File: config.mk
export PLATFORM = sky130hd
export DESIGN_NAME = seg_dynamic_scan
export DESIGN_NICKNAME = d
export VERILOG_FILES = /design/src/rtl/seg_pkg.sv /design/src/rtl/seg_dynamic_scan_bin2bcd.sv /design/src/rtl/seg_dynamic_scan.sv
export SDC_FILE = /design/constraint.sdc
export NUM_CORES = 1
export LEC_CHECK = 0
export BUFFER_PORTS_ARGS = -buffer_cell sky130_fd_sc_hd__buf_4
export CORE_UTILIZATION = 35
export DETAILED_ROUTE_END_ITERATION = 7
export PLACE_DENSITY = 0.51
export SLEW_MARGIN = 20
export SYNTH_ARGS = -nofsm -noshare
export SYNTH_HDL_FRONTEND = slang
export SYNTH_HIERARCHICAL = 1
export SYNTH_SLANG_ARGS = --single-unit
File: constraint.sdc
create_clock -name sys_clk -period 8.8 [get_ports sys_clk]
set_clock_uncertainty 0.05 [all_clocks]
set_input_delay 1.76 -clock sys_clk [delete_from_list [all_inputs] [get_ports sys_clk]]
set_output_delay 1.76 -clock sys_clk [all_outputs]
set_load 0.01 [all_outputs]
File: src/rtl/seg_pkg.sv
// Shared constants for the six-digit seven-segment driver: active-low segment codes, digit count, converter states.
// Latency: none (pure declarations). Backpressure: none.
package seg_pkg;

  localparam int DIGIT_NUM = 6;
  localparam logic [2:0] LAST_DIGIT = 3'd5;

  // active-low, bit 7 = dp, bits 6..0 = g..a
  localparam logic [7:0] SEG_0   = 8'b1100_0000;
  localparam logic [7:0] SEG_1   = 8'b1111_1001;
  localparam logic [7:0] SEG_2   = 8'b1010_0100;
  localparam logic [7:0] SEG_3   = 8'b1011_0000;
  localparam logic [7:0] SEG_4   = 8'b1001_1001;
  localparam logic [7:0] SEG_5   = 8'b1001_0010;
  localparam logic [7:0] SEG_6   = 8'b1000_0010;
  localparam logic [7:0] SEG_7   = 8'b1111_1000;
  localparam logic [7:0] SEG_8   = 8'b1000_0000;
  localparam logic [7:0] SEG_9   = 8'b1001_0000;
  localparam logic [7:0] SEG_A   = 8'b1000_1000;
  localparam logic [7:0] SEG_B   = 8'b1000_0011;
  localparam logic [7:0] SEG_C   = 8'b1100_0110;
  localparam logic [7:0] SEG_D   = 8'b1010_0001;
  localparam logic [7:0] SEG_E   = 8'b1000_0110;
  localparam logic [7:0] SEG_F   = 8'b1000_1110;
  localparam logic [7:0] SEG_NEG = 8'b1011_1111;
  localparam logic [7:0] IDLE    = 8'hFF;

  typedef enum logic [1:0] {S_IDLE, S_SHIFT, S_DONE} conv_state_t;

  function automatic logic [7:0] seg_code(input logic [3:0] nib);
    case (nib)
      4'h0: seg_code = SEG_0;
      4'h1: seg_code = SEG_1;
      4'h2: seg_code = SEG_2;
      4'h3: seg_code = SEG_3;
      4'h4: seg_code = SEG_4;
      4'h5: seg_code = SEG_5;
      4'h6: seg_code = SEG_6;
      4'h7: seg_code = SEG_7;
      4'h8: seg_code = SEG_8;
      4'h9: seg_code = SEG_9;
      4'hA: seg_code = SEG_A;
      4'hB: seg_code = SEG_B;
      4'hC: seg_code = SEG_C;
      4'hD: seg_code = SEG_D;
      4'hE: seg_code = SEG_E;
      default: seg_code = SEG_F;
    endcase
  endfunction

endpackage

File: src/rtl/seg_dynamic_scan_bin2bcd.sv
// Sequential shift-and-add-3 converter, 20-bit binary to 6-digit BCD.
// Latency: start to done = 21 cycles (20 shifts, then DONE for one cycle); start ignored while busy.
module bin2bcd
  import seg_pkg::*;
(
  input  logic        sys_clk,
  input  logic        sys_rst,
  input  logic        start,
  input  logic [19:0] bin,
  output logic        busy,
  output logic        done,
  output logic [23:0] bcd
);

  conv_state_t state;
  logic [19:0] bin_r;
  logic [23:0] bcd_r;
  logic [23:0] bcd_adj;
  logic [4:0]  iter;

  always_comb begin
    bcd_adj = bcd_r;
    for (int i = 0; i < DIGIT_NUM; i++) begin
      if (bcd_r[4*i +: 4] >= 4'd5) bcd_adj[4*i +: 4] = bcd_r[4*i +: 4] + 4'd3;
    end
  end

  always_ff @(posedge sys_clk or posedge sys_rst) begin
    if (sys_rst) begin
      state <= S_IDLE;
      bin_r <= '0;
      bcd_r <= '0;
      iter  <= '0;
    end else begin
      case (state)
        S_IDLE: begin
          if (start) begin
            bin_r <= bin;
            bcd_r <= '0;
            iter  <= '0;
            state <= S_SHIFT;
          end
        end
        S_SHIFT: begin
          {bcd_r, bin_r} <= {bcd_adj, bin_r} << 1;
          iter <= iter + 5'd1;
          if (iter == 5'd19) state <= S_DONE;
        end
        default: state <= S_IDLE;
      endcase
    end
  end

  assign busy = (state != S_IDLE);
  assign done = (state == S_DONE);
  assign bcd  = bcd_r;

endmodule

File: src/rtl/seg_dynamic_scan.sv
// Six-digit multiplexed seven-segment driver: capture, BCD convert, blank/sign/dp, 1 ms-per-digit scan.
// Latency: input change to display register 22 cycles; sel/seg registered. No backpressure; changes during a conversion wait for the next IDLE.
module seg_dynamic_scan
  import seg_pkg::*;
#(
  parameter logic [15:0] CNT_MAX = 16'd49_999
) (
  input  logic        sys_clk,
  input  logic        sys_rst,
  input  logic [19:0] data,
  input  logic [5:0]  point,
  input  logic        sign,
  input  logic        seg_en,
  output logic [5:0]  sel,
  output logic [7:0]  seg
);

  logic [19:0] data_sh;
  logic [5:0]  point_sh;
  logic        sign_sh;
  logic        busy, done, start;
  logic [19:0] bin;
  logic [23:0] bcd;
  logic [23:0] disp_bcd;
  logic [5:0]  disp_point;
  logic        disp_sign;
  logic [15:0] cnt_1ms;
  logic        scan_flag;
  logic [2:0]  idx;
  logic [2:0]  hi;
  logic [3:0]  nib;
  logic        dp;
  logic [7:0]  code;

  assign start = !busy && ({data, point, sign} != {data_sh, point_sh, sign_sh});
  assign bin   = (data > 20'd999_999) ? 20'd999_999 : data;

  bin2bcd u_bin2bcd (
    .sys_clk (sys_clk),
    .sys_rst (sys_rst),
    .start   (start),
    .bin     (bin),
    .busy    (busy),
    .done    (done),
    .bcd     (bcd)
  );

  // point/sign ride with the BCD result so the display updates atomically
  always_ff @(posedge sys_clk or posedge sys_rst) begin
    if (sys_rst) begin
      data_sh    <= '0;
      point_sh   <= '0;
      sign_sh    <= 1'b0;
      disp_bcd   <= '0;
      disp_point <= '0;
      disp_sign  <= 1'b0;
    end else begin
      if (start) begin
        data_sh  <= data;
        point_sh <= point;
        sign_sh  <= sign;
      end
      if (done) begin
        disp_bcd   <= bcd;
        disp_point <= point_sh;
        disp_sign  <= sign_sh;
      end
    end
  end

  assign scan_flag = (cnt_1ms == CNT_MAX - 16'd1);

  always_ff @(posedge sys_clk or posedge sys_rst) begin
    if (sys_rst) begin
      cnt_1ms <= '0;
      idx     <= '0;
    end else begin
      cnt_1ms <= (cnt_1ms == CNT_MAX) ? 16'd0 : cnt_1ms + 16'd1;
      if (scan_flag) idx <= (idx == LAST_DIGIT) ? 3'd0 : idx + 3'd1;
    end
  end

  // highest digit kept visible: top nonzero digit or top dp, whichever is higher
  always_comb begin
    hi  = '0;
    nib = '0;
    dp  = 1'b0;
    for (int i = 1; i < DIGIT_NUM; i++) begin
      if (disp_bcd[4*i +: 4] != 4'd0 || disp_point[i]) hi = 3'(i);
    end
    for (int i = 0; i < DIGIT_NUM; i++) begin
      if (idx == 3'(i)) begin
        nib = disp_bcd[4*i +: 4];
        dp  = disp_point[i];
      end
    end
    if (idx <= hi)                         code = seg_code(nib);
    else if (disp_sign && idx == hi + 3'd1) code = SEG_NEG;
    else                                   code = IDLE;
  end

  always_ff @(posedge sys_clk or posedge sys_rst) begin
    if (sys_rst) begin
      sel <= '0;
      seg <= IDLE;
    end else if (seg_en) begin
      sel <= 6'b000001 << idx;
      seg <= {~dp, code[6:0]};
    end else begin
      sel <= '0;
      seg <= IDLE;
    end
  end

endmodule

==> impl.org, run 1 <==
** Routing
- Before antenna repair, the detailed router went through 4 iterations.
- Via-to-Cell Ratio :: 5.292
- Number of antenna-violating nets in the routed design :: 0
- In this run, the number of DRC markers left after iteration 0 of detailed routing was 189.
- In the routed design, unresolved DRC markers number 0.
- The detailed router placed 5,356 vias in this run.
- After detailed routing, the total wire length is 17,470 µm.
- After detailed routing, the average wire length per cell comes to 17.26 µm.

** Clock tree
- In this run the clock root is driven by a sky130_fd_sc_hd__clkbuf_16.
- TritonCTS built the clock tree.
- For the worst-skew pair, the clock arrives at the later sink with an insertion delay of 0.42 ns.
- Post-CTS timing repair inserted 0 buffers for setup.
- After clock tree synthesis, the clock-pin slew on the worst setup and hold paths is 0.06 ns.
- Max Root-Sink Buffers :: 2
- Cts bufs inserted :: 17
- The number of hold buffers added after CTS was 0.
- H-Tree Depth :: 4
- The clock net in this run drives a total of 142 sinks.
- Gates resized during post-CTS repair numbered 0.

** STA
- Unrepaired setup endpoints after global routing :: false
- Final max-slew violation count :: 0
- Setup TNS after final layout :: 0 ns
- For this run, the top clock speed supported by timing is 0.2782 GHz.
- Final clock period utilization by the worst path :: 0.4084
- Hold violation total from the final report :: 0
- After layout, the minimum clock period comes to 3.594 ns.
- Worst slew slack as a fraction of its limit :: 0.2752
- For the pin with the worst max-slew slack, the measured transition is 1.087 ns.
- Hold WS :: 0.4300 ns
- Setup violations remaining at the end of the flow were counted as 0.

** Yosys
- Top FF cell, synth :: sky130_fd_sc_hd__dfrtp_1
- Counting flops and latches in the post-synthesis netlist gives 142.
- When the netlist entered floorplanning its net count stood at 748.
- Xor-xnor portion of the synthesized cell area :: 0.05293
- After synthesis, the largest family of logic cells by area is compound AO/OA/AOI/OAI gates.
- The share of synthesized area in the top cell type comes to 0.4405.
- The cell count after synthesis came out at 692.
- The Yosys step of the flow raised 6 warnings.
- The complex-gate fraction of the synthesized area came to 0.1534.
- Post-synthesis share of cell area spent on full adders, half adders and majority gates :: 0.04274
- In this run, synthesis inferred 0 flip-flops with an integrated enable.
- Seq/Total Area, Yosys :: 0.4681
- Average cell area after synthesis :: 11.00 µm²
- Yosys mapped the design onto 68 distinct sky130hd cell types.
- Cell area after technology mapping :: 7612 µm²
- Of the total synthesized cell area, the portion taken by AND, OR, NAND and NOR gates is 0.1328.
- Mux cell area share after synthesis :: 0.1040
- Fraction of synthesis flops using an asynchronous set or reset pin :: 1.000
- The biggest area contributor in the post-synthesis netlist is sky130_fd_sc_hd__dfrtp_1.
- Top area cells in the synthesized netlist :: sky130_fd_sc_hd__dfrtp_1, sky130_fd_sc_hd__mux2_2, sky130_fd_sc_hd__ha_1, sky130_fd_sc_hd__xnor2_1, sky130_fd_sc_hd__nand2_1

** Flow run
- Maxcap violations :: 0

** Setup path
- In this design, the largest share of critical-path delay is due to compound AO/OA/AOI/OAI gates.
- Walking the worst path, the cells encountered are and2_1, ha_1, nor2_1, o21ai_1, a21oi_1, a311oi_1, inv_1, ha_1, and3_1, a2111oi_0, a31oi_1.
- Of all nets on the critical path, the largest fanout is 16.
- Critical path's largest stage delay :: 0.74 ns
- The slowest stage of the critical path belongs to the cell sky130_fd_sc_hd__a311oi_1.
- Data arrival time of the worst path :: 3.87 ns
- Kind of start point of the critical path :: register
- Critical path data required time :: 9.07 ns
- Endpoint class of the critical path :: register
- Most Frequent Cell on Critical Path :: sky130_fd_sc_hd__ha_1
- Counting both buffers and inverters, the worst setup path holds a total of 1.
- Setup CP Type :: reg2reg

** Global routing
- The first global-routing pass estimated 29,360 µm of wire.
- Initial antenna violation count :: 0
- Largest net degree at the start of global routing :: 52
- Via count of the first global-routing pass :: 5,655
- Across every metal layer, demand over resource in global routing totals 0.1698.
- Total global routing overflow :: 0

** Layout
- Layout cell share with drive strength beyond 1 :: 0.2334
- The repair_antennas step left the layout with diodes totalling 0.
- Fill count :: 1,989
- Synth-to-layout area growth :: 15.17%
- The finished layout holds 1,012 standard cells, fillers aside.
- Once layout is done, the placed cells without fillers occupy 8767 µm².
- Number of nets at the end of the flow :: 780

** Placed design
- The placed instances occupy a cell area of 8120 µm².
- At the end of routability-driven placement, the weighted congestion stood at 0.8450.
- The number of placed instances, taps included, is 980.
- After legalization and detailed placement, the total HPWL measured 12,550 µm.
- Port Buffers :: 43

** Floorplan
- From left edge to right edge, the die measures 149.5 µm.
- Area enclosed by the die boundary :: 22,340 µm²
- Row generation in the floorplan step produced 53 rows.
- Height of the die :: 149.5 µm
- Pin placement for this block handled 44 I/O pins.
- In this run the standard cell core region covers 21,150 µm².
- For this configuration, the core starts out at a cell density of 0.3599.

** Power and ir drop
- Largest vdd supply drop :: 0.00009762 V
- The share of total power dissipated in sequential elements is 0.422.
- Combinational share of power :: 0.143
- Power density over cell area :: 207.3 nW/µm²
- The share of total power dissipated in the clock network is 0.436.
- The internal portion of the total power is 1354 µW.
- Leakage power :: 0.003761 µW
- Net Sw Frac :: 0.2549
- In this run the power spent charging and discharging nets is 463.2 µW.

** Outcome
- The run finished with clean final reports.

** Min path
- In this run the worst hold path is classified as reg2reg.
==> state kept, by name, summed over array words and instances, names as in the netlist <==
name / cells
u_bin2bcd/bin_r: 20
disp_bcd: 24
idx: 3
data_sh: 20
sign_sh: 1
cnt_1ms: 16
u_bin2bcd/state: 2
point_sh: 6
u_bin2bcd/bcd: 24
seg: 8
disp_sign: 1
u_bin2bcd/iter: 5
disp_point: 6
sel: 6
==> layout by cell type, fill, tap and decap left out, drive strengths merged, types with 11 or more instances in the layout <==
| cell | n |
|---|---|
| inv | 36 |
| nand2b | 13 |
| nor2b | 15 |
| buf | 49 |
| mux2 | 62 |
| dfrtp | 134 |
| nor2 | 24 |
| o31ai | 11 |
| and2 | 12 |
| nand2 | 60 |
| clkbuf | 19 |
| xor2 | 18 |
| ha | 26 |
| o2111ai | 12 |
| a21oi | 16 |
| o21ai | 44 |
| xnor2 | 28 |
==> cells by family (layout without fill, tap and decap cells) <==
family	count (synthesis)	count (layout)
DFF	142	142
AOI/OAI and AO/OA	150	150
buffers and inverters	71	116
and+or+nand+nor	186	186
xor gates and xnor gates	46	46
muxes	71	71
adders and majority gates	26	26
==> routing by layer <==
layer | share of wire | global-route usage | wire length [µm] | up-vias
met3 | 0.034 | 0.04055 | 591 | 25
met5 | 0 | 0 | 0 | -
met2 | 0.48 | 0.2759 | 8417 | 105
met1 | 0.46 | 0.2177 | 8040 | 2678
met4 | 0.024 | 0.06480 | 418 | 0
li1 | - | - | - | 2548
==> through the flow <==
step	power (µW)	worst slack [ns]	utilization
2_1_floorplan	951.1	4.640	-
3_3_place_gp	1035	4.846	0.3839
3_5_place_dp	1040	4.765	0.3839
4_1_cts	1840	5.196	0.4144
5_1_grt	1905	4.928	0.4144
6_report	1817	5.206	0.4144
==> cell usage after synthesis, drive strengths merged (8+ instances only) <==
cell type / n
nand2b: 13
clkbuf: 13
o21a: 9
nand2: 60
a21oi: 16
inv: 35
dfstp: 8
dfrtp: 134
o2111ai: 12
o221ai: 9
o21ai: 44
o31ai: 11
and3b: 10
xnor2: 28
xor2: 18
a22oi: 10
ha: 26
nand4: 10
mux2: 62
and2: 12
buf: 23
mux2i: 9
nor2b: 15
nand3: 10
nor2: 24
==> final cells by class <==
| type | instances | area, µm² | area share |
|---|---|---|---|
| sequential | 142 | 3563 | 0.4065 |
| inverter | 35 | 132.6 | 0.01513 |
| timing repair buffer | 49 | 367.9 | 0.04196 |
| tap | 275 | 344.1 | 0.03925 |
| multi-input combinational | 479 | 3712 | 0.4234 |
| clock inverter | 13 | 214.0 | 0.02440 |
| clock buffer | 19 | 432.9 | 0.04938 |
==> power by group through the flow <==
stage	Sequential (µW)	Combinational, µW	Clock (µW)
detailed placement	780	261	0
global route	775	292	837
global placement	779	256	0
CTS	768	262	810
floorplan	767	184	0
finish	767	259	792
==> worst paths after layout <==
path,start,end,slack (ns),cells past startpoint
max in group asynchronous,sys_rst,data_sh[11],6.14,3
min in group asynchronous,sys_rst,data_sh[19],1.42,2
min reg2reg,u_bin2bcd/bin_r[11],u_bin2bcd/bin_r[11],0.43,2
max,idx[0],seg[3],5.21,11
min,u_bin2bcd/bin_r[11],u_bin2bcd/bin_r[11],0.43,2
max reg2reg,idx[0],seg[3],5.21,11
==> worst register-to-register path: cells and delay by family, from the launching register on <==
family	cells	cell delay, ns
buf+inv	1	0.16
compound gates	5	1.40
simple gates	3	0.57
fa+ha+maj	2	0.61
flops	1	0.72
Power figures use the tool's default switching activity.
==> run 2, diff against run 1 <==
==> constraint.sdc (replaced) <==
create_clock -name sys_clk -period 3.7 [get_ports sys_clk]
set_clock_uncertainty 0.05 [all_clocks]
set_input_delay 0.74 -clock sys_clk [delete_from_list [all_inputs] [get_ports sys_clk]]
set_output_delay 0.74 -clock sys_clk [all_outputs]
set_load 0.01 [all_outputs]
==> run 2 against run 1 <==
Net effect: cell count increased by 0.40%; setup slack lost 4.7 ns; highest routed layer unchanged; die area is the same; critical path type unchanged; fmax rose by 12%; sequential share of layout area is 0.30 points higher; final area decreased by 0.73%; largest cell class unchanged; register-to-register slack lost 4.7 ns; count of clock-buffer cells in the layout unchanged.
==> impl.org, run 2 (same netlist as run 1, synthesis figures left out) <==
** Placed design
- GPL Wtd Cong :: 0.8352
- Port buffering added 43 buffers.
- Pre-CTS setup slack :: 0.4870 ns
- The HPWL after detailed placement is 12,260 µm.

** Routing
- Initial DRT Pass Iterations :: 5
- WL final :: 17,370 µm
- DRC violations left :: 0
- The detail route stage leaves a number of antenna-violating nets equal to 0.
- After the first detailed-routing iteration, the DRC count stood at 319.
- Via-to-Cell Ratio :: 5.268
- After detailed routing, the average wire length per cell comes to 17.09 µm.
- The final route contains 5,352 vias.

** Global routing
- Largest net degree at the start of global routing :: 52
- The first global-routing pass estimated 28,930 µm of wire.
- Across every metal layer, demand over resource in global routing totals 0.1678.
- Initial antenna violation count :: 0
- Via count of the first global-routing pass :: 5,495
- Total global routing overflow :: 0

** Setup path
- Worst Setup SP :: idx[1]
- The worst register-to-register path has a setup slack of 0.50 ns.
- In this run the critical register-to-register path is launched from idx[1].
- Logic depth of the worst register-to-register path :: 8
- The slowest stage of the critical path belongs to the cell sky130_fd_sc_hd__dfrtp_1.
- Kind of start point of the critical path :: register
- On the worst path, the slowest cell contributes a delay of 0.66 ns.
- Cells along the critical path :: and2_1, ha_1, nor2_1, a221oi_1, inv_1, ha_1, a2111oi_0, a31oi_1
- In this run the worst setup path terminates at seg[3].
- Largest fanout on the critical path :: 14
- Most Frequent Cell on Critical Path :: sky130_fd_sc_hd__ha_1
- Data arrival time of the worst path :: 3.48 ns
- Critical path data required time :: 3.98 ns
- Setup CP Type :: reg2reg
- The endpoint identified for the worst register-to-register timing path is seg[3].
- The worst setup path is captured at a register.

** Layout
- 0 antenna diodes ended up in the layout.
- Most frequent standard cell in the layout excluding fill and tap cells :: sky130_fd_sc_hd__dfrtp_1
- Synth-to-layout area growth :: 14.33%
- In the final layout, the share of cells above drive strength 1 is 0.2375.
- Counting the fill cells in the layout gives 2,014.
- Number of nets at the end of the flow :: 784
- Core occupancy in the finished layout :: 0.4114
- In the layout the commonest cells are sky130_fd_sc_hd__dfrtp_1, sky130_fd_sc_hd__nand2_1, sky130_fd_sc_hd__mux2_2.

** STA
- Final clock period utilization by the worst path :: 0.8641
- Unrepaired setup endpoints after global routing :: false
- Final setup violation count :: 0
- Setup TNS after final layout :: 0 ns
- The number of max-slew violations in the final report was 0.
- At the pin with the least slew margin, the transition time is 1.055 ns.
- Worst slew slack as a fraction of its limit :: 0.2964
- Worst-case setup margin in the final layout :: 0.5029 ns
- The worst path in the final design needs a cycle of 3.197 ns, including I/O delays and setup.
- Hold violation total from the final report :: 0
- Maximum operating frequency :: 0.3128 GHz

** Min path
- Path class of the lowest-slack min-delay path :: in2async

** Clock tree
- Clock latency at the later pin of the worst-skew pair :: 0.43 ns
- The clock passes through at most 2 buffers.
- Clock Sink Count :: 142
- The root buffer cell chosen for the clock tree is sky130_fd_sc_hd__clkbuf_16.
- Post-CTS repair changed the size of 0 cells.
- Clock-pin slew was measured on the worst setup and hold paths at 0.07 ns.
- CTS built an H-tree with a depth of 4.
- CTS tree :: built
- Number of post-CTS setup repair buffers :: 0
- Total of hold buffers inserted after clock tree synthesis :: 0
- Clock tree synthesis inserted a total of 17 buffers.

** Power and ir drop
- Leakage power :: 0.003731 µW
- Total power of the final layout :: 4071 µW
- VDD sags by at most 0.0002904 V.
- Power density over cell area :: 467.8 nW/µm²

** Floorplan
- From left edge to right edge, the die measures 149.5 µm.
- The total area inside the core boundary comes to 21,150 µm².
- Pin placement for this block handled 44 I/O pins.
- Height of the die :: 149.5 µm
- Standard-cell row count :: 53
- The initial utilization of the core area, before any placement, comes to 0.3599.
- Area enclosed by the die boundary :: 22,340 µm²

** Outcome
- The flow ran to the end, and the final reports show no timing, DRC or antenna violations.

** Flow run
- Maxcap violations :: 0
[run 2: cell count changes in the layout (fill, tap and decap cells not counted), sizes merged]
cell	delta
inv	+1
clkinvlp	+3
buf	+4
bufinv	-4
[run 2: metal layers]
metal | vias up | global-route usage | part of all wire
met5 | - | 0 | 0
met4 | 0 | 0.04490 | 0.010
met3 | 13 | 0.04146 | 0.029
met2 | 99 | 0.2799 | 0.51
met1 | 2678 | 0.2157 | 0.46
li1 | 2562 | - | -
[run 2: final cells by class]
type	count	area [µm²]	share of cell area
Multi-Input combinational cell	479	3712	0.4265
Clock inverter	13	117.6	0.01351
Clock buffer	19	432.9	0.04974
Inverter	35	135.1	0.01553
Timing Repair Buffer	53	397.9	0.04572
Tap cell	275	344.1	0.03953
Sequential cell	142	3563	0.4094
[run 2: stage by stage]
| stage | cells | hold WS [ns] | instance area, µm² |
|---|---|---|---|
| 6_report | 1016 | 0.3260 | 8703 |
| 3_3_place_gp | 984 | 0.4174 | 8150 |
| 5_1_grt | 1016 | 0.3566 | 8703 |
| 2_1_floorplan | 692 | 0.3915 | 7612 |
| 4_1_cts | 1016 | 0.3556 | 8703 |
| 3_5_place_dp | 984 | 0.4195 | 8153 |
[run 2: how the worst min path moves through the flow]
stage               slack, ns             endpoint
floorplan                0.39               seg[7]
global placement         0.42  u_bin2bcd/bin_r[12]
detailed placement       0.42     u_bin2bcd/bcd[0]
CTS                      0.36          data_sh[11]
global route             0.36          data_sh[11]
finish                   0.33          data_sh[11]
[run 2: critical path: cells and delay by family (launching register included)]
| kind | cells | cell delay, ns |
|---|---|---|
| compound gates | 3 | 1.17 |
| fa+ha+maj | 2 | 0.64 |
| buf+inv | 1 | 0.21 |
| flops | 1 | 0.66 |
| simple gates | 2 | 0.38 |
[run 2: report_power, final]
group          switching, µW  internal (µW)
combinational            314            311
clock                    688            927
sequential               118           1710
total                   1120           2950
